--- src/rtl/uart_txrx_if.sv ---
// Handshake bundle between the memory-mapped I/O block and the UART.
// master: I/O block side; slave: UART side.
interface uart_txrx_if;
  logic [7:0] tx_data;
  logic       tx_go;
  logic       tx_bsy;
  logic       rx_go;
  logic [7:0] rx_data;
  logic       rx_data_ready;

  modport master (
    output tx_data,
    output tx_go,
    output rx_go,
    input  tx_bsy,
    input  rx_data,
    input  rx_data_ready
  );

  modport slave (
    input  tx_data,
    input  tx_go,
    input  rx_go,
    output tx_bsy,
    output rx_data,
    output rx_data_ready
  );
endinterface

--- src/rtl/uart_txrx.sv ---
// 8N1 UART transmitter/receiver pair, LSB first, idle-high line.
// Ports: clk, rst (sync, active high), bus (handshakes), tx pin, rx pin.
module uart_txrx #(
  parameter int ClockFrequencyHz = 20_250_000,
  parameter int BaudRate         = 9600
) (
  input  logic       clk,
  input  logic       rst,
  uart_txrx_if.slave bus,
  output logic       tx,
  input  logic       rx
);
  localparam int BitTime = ClockFrequencyHz / BaudRate;
  localparam int CW = (BitTime > 2) ? $clog2(BitTime) : 1;
  localparam logic [CW-1:0] BtLast = CW'(BitTime - 1);
  localparam logic [CW-1:0] HalfLast = CW'(BitTime / 2 - 1);

  typedef enum logic [2:0] {
    TX_IDLE, TX_START, TX_DATA, TX_STOP, TX_DONE
  } tx_state_t;

  typedef enum logic [2:0] {
    RX_IDLE, RX_START, RX_DATA, RX_STOP, RX_READY
  } rx_state_t;

  tx_state_t     tx_st;
  logic [CW-1:0] tx_cnt;
  logic [2:0]    tx_idx;
  logic [7:0]    tx_sh;
  logic          tx_tick;

  assign tx_tick = (tx_cnt == BtLast);

  // Idle follows tx_go so a request is never seen as "not busy".
  assign bus.tx_bsy = (tx_st == TX_IDLE) ? bus.tx_go
                                         : (tx_st != TX_DONE);

  always_ff @(posedge clk) begin
    if (rst) begin
      tx_st  <= TX_IDLE;
      tx_cnt <= '0;
      tx_idx <= '0;
      tx_sh  <= '0;
      tx     <= 1'b1;
    end else begin
      unique case (tx_st)
        TX_IDLE: begin
          tx     <= 1'b1;
          tx_cnt <= '0;
          tx_idx <= '0;
          if (bus.tx_go) begin
            tx_sh <= bus.tx_data;
            tx    <= 1'b0;
            tx_st <= TX_START;
          end
        end
        TX_START: begin
          if (tx_tick) begin
            tx_cnt <= '0;
            tx     <= tx_sh[0];
            tx_st  <= TX_DATA;
          end else begin
            tx_cnt <= tx_cnt + 1'b1;
          end
        end
        TX_DATA: begin
          if (tx_tick) begin
            tx_cnt <= '0;
            tx_sh  <= {1'b1, tx_sh[7:1]};
            tx_idx <= tx_idx + 1'b1;
            if (tx_idx == 3'd7) begin
              tx    <= 1'b1;
              tx_st <= TX_STOP;
            end else begin
              tx <= tx_sh[1];
            end
          end else begin
            tx_cnt <= tx_cnt + 1'b1;
          end
        end
        TX_STOP: begin
          if (tx_tick) begin
            tx_cnt <= '0;
            tx_st  <= TX_DONE;
          end else begin
            tx_cnt <= tx_cnt + 1'b1;
          end
        end
        TX_DONE: begin
          tx <= 1'b1;
          if (!bus.tx_go) tx_st <= TX_IDLE;
        end
        default: tx_st <= TX_IDLE;
      endcase
    end
  end

  logic          rx_m;
  logic          rx_s;
  rx_state_t     rx_st;
  logic [CW-1:0] rx_cnt;
  logic [2:0]    rx_idx;
  logic [7:0]    rx_sh;
  logic          rx_rdy;

  assign bus.rx_data       = rx_sh;
  assign bus.rx_data_ready = rx_rdy;

  always_ff @(posedge clk) begin
    if (rst) begin
      rx_m <= 1'b1;
      rx_s <= 1'b1;
    end else begin
      rx_m <= rx;
      rx_s <= rx_m;
    end
  end

  always_ff @(posedge clk) begin
    if (rst) begin
      rx_st  <= RX_IDLE;
      rx_cnt <= '0;
      rx_idx <= '0;
      rx_sh  <= '0;
      rx_rdy <= 1'b0;
    end else begin
      unique case (rx_st)
        RX_IDLE: begin
          rx_cnt <= '0;
          rx_idx <= '0;
          if (bus.rx_go && !rx_s) rx_st <= RX_START;
        end
        RX_START: begin
          // Half a bit in: a high line means the edge was noise.
          if (rx_cnt == HalfLast) begin
            rx_cnt <= '0;
            rx_st  <= rx_s ? RX_IDLE : RX_DATA;
          end else begin
            rx_cnt <= rx_cnt + 1'b1;
          end
        end
        RX_DATA: begin
          if (rx_cnt == BtLast) begin
            rx_cnt <= '0;
            rx_sh  <= {rx_s, rx_sh[7:1]};
            rx_idx <= rx_idx + 1'b1;
            if (rx_idx == 3'd7) rx_st <= RX_STOP;
          end else begin
            rx_cnt <= rx_cnt + 1'b1;
          end
        end
        RX_STOP: begin
          if (rx_cnt == BtLast) begin
            rx_cnt <= '0;
            rx_rdy <= 1'b1;
            rx_st  <= RX_READY;
          end else begin
            rx_cnt <= rx_cnt + 1'b1;
          end
        end
        RX_READY: begin
          if (!bus.rx_go) begin
            rx_rdy <= 1'b0;
            rx_st  <= RX_IDLE;
          end
        end
        default: rx_st <= RX_IDLE;
      endcase
    end
  end
endmodule

--- src/flat_wrapper.sv ---
// flat-port wrapper written by rule: the top's interface ports become plain ports
module uart_txrx_flat 
#(
  parameter int ClockFrequencyHz = 20_250_000,
  parameter int BaudRate         = 9600
)
  (clk, rst, tx, rx, bus_tx_data, bus_tx_go, bus_rx_go, bus_tx_bsy, bus_rx_data, bus_rx_data_ready);
  uart_txrx_if bus_i ();
  input  logic clk;
  input  logic rst;
  output logic tx;
  input  logic rx;
  input wire logic [$bits(bus_i.tx_data)-1:0] bus_tx_data;
  input wire logic [$bits(bus_i.tx_go)-1:0] bus_tx_go;
  input wire logic [$bits(bus_i.rx_go)-1:0] bus_rx_go;
  output wire logic [$bits(bus_i.tx_bsy)-1:0] bus_tx_bsy;
  output wire logic [$bits(bus_i.rx_data)-1:0] bus_rx_data;
  output wire logic [$bits(bus_i.rx_data_ready)-1:0] bus_rx_data_ready;
  assign bus_i.tx_data = bus_tx_data;
  assign bus_i.tx_go = bus_tx_go;
  assign bus_i.rx_go = bus_rx_go;
  assign bus_tx_bsy = bus_i.tx_bsy;
  assign bus_rx_data = bus_i.rx_data;
  assign bus_rx_data_ready = bus_i.rx_data_ready;
  uart_txrx #(.ClockFrequencyHz(ClockFrequencyHz), .BaudRate(BaudRate)) u_core (.clk(clk), .rst(rst), .bus(bus_i), .tx(tx), .rx(rx));
endmodule
--- config.mk ---
export PLATFORM = sky130hd
export DESIGN_NAME = uart_txrx_flat
export DESIGN_NICKNAME = d
export VERILOG_FILES = /design/src/rtl/uart_txrx_if.sv /design/src/rtl/uart_txrx.sv /design/src/flat_wrapper.sv
export SDC_FILE = /design/constraint.sdc
export NUM_CORES = 1
export LEC_CHECK = 0
export CAP_MARGIN = 20
export CORE_MARGIN = 2
export CORE_UTILIZATION = 35
export DETAILED_ROUTE_END_ITERATION = 16
export GPL_TIMING_DRIVEN = 1
export PLACE_DENSITY_LB_ADDON = 0.1
export SKIP_LAST_GASP = 1
export SLEW_MARGIN = 25
export SYNTH_ARGS = -nofsm -noshare
export SYNTH_HDL_FRONTEND = slang
export SYNTH_SLANG_ARGS = --single-unit
--- constraint.sdc ---
create_clock -name clk -period 1.64 [get_ports clk]
set_input_delay 0.328 -clock clk [delete_from_list [all_inputs] [get_ports clk]]
set_output_delay 0.328 -clock clk [all_outputs]
set_load 0.1 [all_outputs]
After elaboration in Yosys (flattened, before gate mapping):

Cells that the tools add are included.

* flip-flop bits (word level): 56
* bits of input ports: 13
* output and inout port bits: 11
* word-level logic and storage cells: 98

* add/sub/neg operators: 4
* eq/ne operators: 26
* muxes and demuxes: 36
* reductions and logical operators: 20

Operator list (count)
* $mux W3: 14
* $mux W12: 3
* $pmux W12 S3: 1
* $pmux W3 S5: 2
* $add A12 B1 Y12 const B: 2
* $eq A12 B12 Y1 const B: 2
* $pmux W12 S2: 1
* $ne A2 B1 Y1 const B: 9
* $mux W8: 2
* $pmux W8 S2: 1
* $eq A12 B11 Y1 const B: 1
* $eq A3 B2 Y1 const B: 4
* $eq A3 B3 Y1 const B: 4
* $pmux W3 S2: 2
* $reduce_and A6 Y1: 2
* $reduce_and A3 Y1: 3
* $reduce_bool A2 Y1: 4
* $mux W1: 7
* $add A3 B1 Y3 const B: 2
* $eq A3 B1 Y1 const B: 2
* $logic_not A3 Y1: 2
* $ne A2 B2 Y1 const B: 3
* $reduce_and A2 Y1: 3
* $pmux W1 S4: 1
* 9 further kinds: 9

Longest topological paths before layout:

* word-level depth: 4
* gate-level depth with buffers: 7
* depth with buffers taken out: 6

Worst setup path before layout:

Ideal clock, no wire load.

* path kind: reg-to-output
* start point: register u_core.tx_st[2]
* end point: output bus_tx_bsy
* data arrival time: 2.993 ns
* required time: 1.312 ns
* setup slack: -1.681 ns
* cell stages (with the launch flop): 5
* buffers on the path: 3
* path through: dfxtp_1 > clkbuf_1 > clkbuf_1 > buf_1 > o21ai_0

* cells in the longest elaborated chain, start to end: 2
* elaborated cells on any way between the ends: 3
* classes of those cells: 1 x eq/ne; 1 x mux; 1 x reduce/logical

Ends and longest elaborated chain
* from (decl): RTL line uart_txrx.sv:26 `tx_state_t tx_st;`
* from (signal assigned): RTL line uart_txrx.sv:40 `tx_st <= TX_IDLE;`
* from (signal assigned): RTL line uart_txrx.sv:54 `tx_st <= TX_START;`
* from (signal assigned): RTL line uart_txrx.sv:61 `tx_st <= TX_DATA;`
* $ne A3 B3 Y1 or $logic_not A3 Y1 (tied branches): RTL line uart_txrx.sv:36, uart_txrx.sv:35
* $mux W1 (*): RTL line uart_txrx.sv:35 `assign bus.tx_bsy = (tx_st == TX_IDLE) ? bus.tx_go`
* to (decl): RTL line flat_wrapper.sv:16 `output wire logic [$bits(bus_i.tx_bsy)-1:0] bus_tx_bsy;`

Mark *: on every way between the ends. The rest lies on a longest branch, timed or not.

Worst setup path in the final report:

* start point: register u_core.rx_cnt[9]
* end point: register u_core.rx_cnt[6]

* cells in the longest elaborated chain, start to end: 3
* elaborated cells on any way between the ends: 5
* classes of those cells: 2 x eq/ne; 3 x mux

Ends and longest elaborated chain
* from (decl): RTL line uart_txrx.sv:101 `logic [CW-1:0] rx_cnt;`
* from (signal assigned): RTL line uart_txrx.sv:139 `rx_cnt <= rx_cnt + 1'b1;`
* from (signal assigned): RTL line uart_txrx.sv:149 `rx_cnt <= rx_cnt + 1'b1;`
* from (signal assigned): RTL line uart_txrx.sv:158 `rx_cnt <= rx_cnt + 1'b1;`
* $eq A12 B12 Y1 or $eq A12 B11 Y1 (tied branches): RTL line uart_txrx.sv:143, uart_txrx.sv:153, uart_txrx.sv:135
* $mux W12, on equally long branches: RTL line uart_txrx.sv:143, uart_txrx.sv:153, uart_txrx.sv:135
* $pmux W12 S3 (*): RTL line uart_txrx.sv:127 `unique case (rx_st)`

Marked as above.
A chain may end at the register's enable or synchronous reset.

==> impl_metrics.tcl <==
set metrics [dict create \
    outcome "finished, violations left" \
    failed_checks "negative setup slack" \
    grt_pass1_wl_um 13200 \
    rr_startpoint "u_core.rx_cnt[9]" \
    insertion_delay_ns 0.31 \
    start_util 0.364 \
    setup_violations 26 \
    synthToLayoutAreaGrowth_pct 47.8 \
    path_cells "or4_4, o31a_1, buf_6, nor2_4, o311ai_1" \
    combPwrFrac 0.262 \
    max_stage_delay_ns 0.54 \
    drv_slew 0 \
    die_area_um2 9380 \
    globalRoute.totalOverflow 0 \
    cts_buffer_depth 2 \
    arrival_ns 2.00 \
    clk_pin_slew_ns 0.11 \
    critical-path-top-delay-family "simple AND/OR/NAND/NOR gates" \
    layout_commonest_cell "buf_4" \
    drt-total-wl_um 7970 \
    numPortBuffers 23 \
    grt_pass1_vias 2741 \
    slowest_stage "or4_4" \
    irDropWorstVdd_mv 0.304 \
    crit_path_end_kind "register" \
    via_per_inst 5.49 \
    dp_slack_ns -0.250 \
    synth_ff_type "dfxtp_1" \
    seq_area_um2 1140 \
    power_frac_clock 0.268 \
    p_int_w 0.00215 \
    rsz0062_at_grt "true" \
    fin_setup_tns_ns -2.42 \
    ios 24 \
    htreeDepth 2 \
    wl_per_cell_um 15.0 \
    place_congestion 0.787 \
    drive_gt1_frac 0.396 \
    path_class "register to register" \
    syn_nets 366 \
    synth_edf_count 0 \
    clock-root-buffer "clkbuf_8" \
    power.switching_w 0.000928 \
    grt_max_degree 32 \
    antenna_left 0 \
    grt_usage 0.165 \
    worst_ep_required_time_ns 1.84 \
    period_share 1.10 \
    synth-seq-area-share 0.371 \
    crit_fanout 5 \
    nets 448 \
    power_leakage_nw 1.56 \
    path_buf_inv 1 \
    synth_area_per_cell_um2 8.77 \
    hp-start "rst" \
    max_slew.worst_pin.slew_ns 0.504 \
    rows 33 \
    coreArea_um2 8300 \
    yosysUniqueCellTypes 65 \
    fillCellCount 758 \
    antenna_found_initial 0 \
    multi_input_comb_area_um2 2040 \
    ys_seq_elements 56 \
    min_period_ns 1.80 \
    diodes 0 \
    fin_skew_ns 0.00589 \
    cp-start-kind "register" \
    worstHoldPathType "primary input to register" \
    hold_violations 0 \
    fp.dieH_um 96.9 \
    worstRegToRegCells 5 \
    drt-initial-drc-count 80 \
    cts_buffers 5 \
    cts_hold_buf 0 \
    power_frac_seq 0.470 \
    drv_cap 0 \
    synth_cells 344 \
    dieWidth_um 96.9 \
    r2r_end "u_core.rx_cnt[6]" \
    slew_headroom 0.663 \
    total_power_w 0.00307 \
    place_hpwl_um 5300 \
    holdPathStages 2 \
    sw_frac_of_total 0.302 \
    drt_first_pass_iters 4 \
    power.density_nw_per_um2 689 \
    async_flop_share 0 \
    max_freq_ghz 0.556 \
    vias 2921 \
    drc 0 \
    cts.sinks 56 \
    final_cell_mix "63 x buf_4, 42 x dfxtp_1, 24 x nand2_1" \
    min_to "u_core.tx_cnt[8]" \
    syn_area_um2 3020 \
    setup_slack_ns -0.159 \
    ff2ff_setup_slack_ns -0.16 \
    synth_warnings 0 \
    cts_tree "built" \
]
==> layer usage <==
layer,vias to the layer above,wire (um),track usage
met5,-,0,0
met4,0,30,0.0358
met3,2,186,0.0354
met2,45,3860,0.257
met1,1384,3900,0.234
li1,1490,-,-
==> worst max-delay path by stage <==
stage,from,endpoint,slack (ns),cells past startpoint
final,u_core.rx_cnt[9],u_core.rx_cnt[6],-0.16,5
after global routing,u_core.rx_cnt[9],u_core.rx_cnt[6],-0.25,5
after CTS,u_core.tx_st[1],bus_tx_bsy,-0.17,4
after detailed placement,bus_tx_go,u_core.tx_sh[2],-0.25,5
after global placement,bus_tx_go,u_core.tx_sh[5],-0.19,5
after floorplan,u_core.rx_cnt[7],u_core.rx_cnt[8],-0.09,5
==> power groups by stage <==
stage / combinational [W] / clock, W / sequential [W]
5_1_grt: 0.000871 / 0.000924 / 0.00145
6_report: 0.000806 / 0.000822 / 0.00145
3_3_place_gp: 0.000653 / 0 / 0.00147
2_1_floorplan: 0.000384 / 0 / 0.00148
3_5_place_dp: 0.000663 / 0 / 0.00147
4_1_cts: 0.000715 / 0.000863 / 0.00144
==> flip-flops by register name, indices dropped and copies added, names as in the netlist <==
register,count
u_core.tx_cnt,12
u_core.rx_cnt,12
u_core.tx_st,3
u_core.rx_idx,3
u_core.tx_idx,3
u_core.rx_s,1
u_core.bus.rx_data_ready,1
u_core.tx_sh,8
u_core.rx_m,1
u_core.bus.rx_data,8
u_core.rx_st,3
u_core.tx,1
==> synthesized netlist by cell type (all sizes together), types with 4 or more instances <==
master,n,area share
nand4,12,0.025
a211oi,7,0.019
a21oi,30,0.050
o32ai,6,0.017
mux2i,16,0.053
inv,14,0.017
buf,11,0.019
or3,7,0.015
a311oi,11,0.038
dfxtp,56,0.37
a31oi,5,0.010
nor3b,4,0.012
nand3,15,0.025
o21ai,7,0.012
nor2,21,0.027
ha,9,0.037
nor3,6,0.012
o211ai,5,0.012
o2111ai,5,0.017
nand2,26,0.032
and3,5,0.010
clkbuf,15,0.019
==> metrics by stage <==
| stage | instance area (um^2) | cells | utilization | hold slack (ns) |
|---|---|---|---|---|
| after global placement | 3920 | 510 | 0.473 | 0.399 |
| after floorplan | 3080 | 344 | - | 0.389 |
| final | 4460 | 532 | 0.538 | 0.346 |
| after CTS | 4140 | 520 | 0.499 | 0.351 |
| after global routing | 4460 | 532 | 0.538 | 0.342 |
| after detailed placement | 3920 | 510 | 0.473 | 0.403 |
==> kinds of logic after synthesis <==
| kind of cell | Yosys count | share of synthesized area |
|---|---|---|
| compound gates | 98 | 0.245 |
| xor+xnor | 4 | 0.0116 |
| fa+ha+maj | 9 | 0.0373 |
| buf+inv | 40 | 0.0547 |
| flops | 56 | 0.371 |
| mux | 16 | 0.0531 |
| simple gates | 121 | 0.227 |
==> what timing repair did <==
action,CTS,global route
pin swaps,5,26
buffers inserted,4,12
setup endpoints to repair,45,52
cloned,0,2
resized for setup,22,63
==> worst reg2reg max path, delay by kind of cell, from the launching register on <==
family                 cells  cell delay [ns]
DFF                        1             0.34
AOI/OAI and AO/OA          2             0.48
buffers and inverters      1             0.16
and+or+nand+nor            2             0.72
==> final cells by class <==
class | count | area share
inverters | 14 | 0.0118
clock inverters | 2 | 0.00337
repair buffers | 100 | 0.223
multi-input cells | 249 | 0.458
flip-flops and latches | 56 | 0.256
well taps | 105 | 0.0294
clock buffers | 6 | 0.0185
Note: power is estimated with default switching activity, not from simulation.
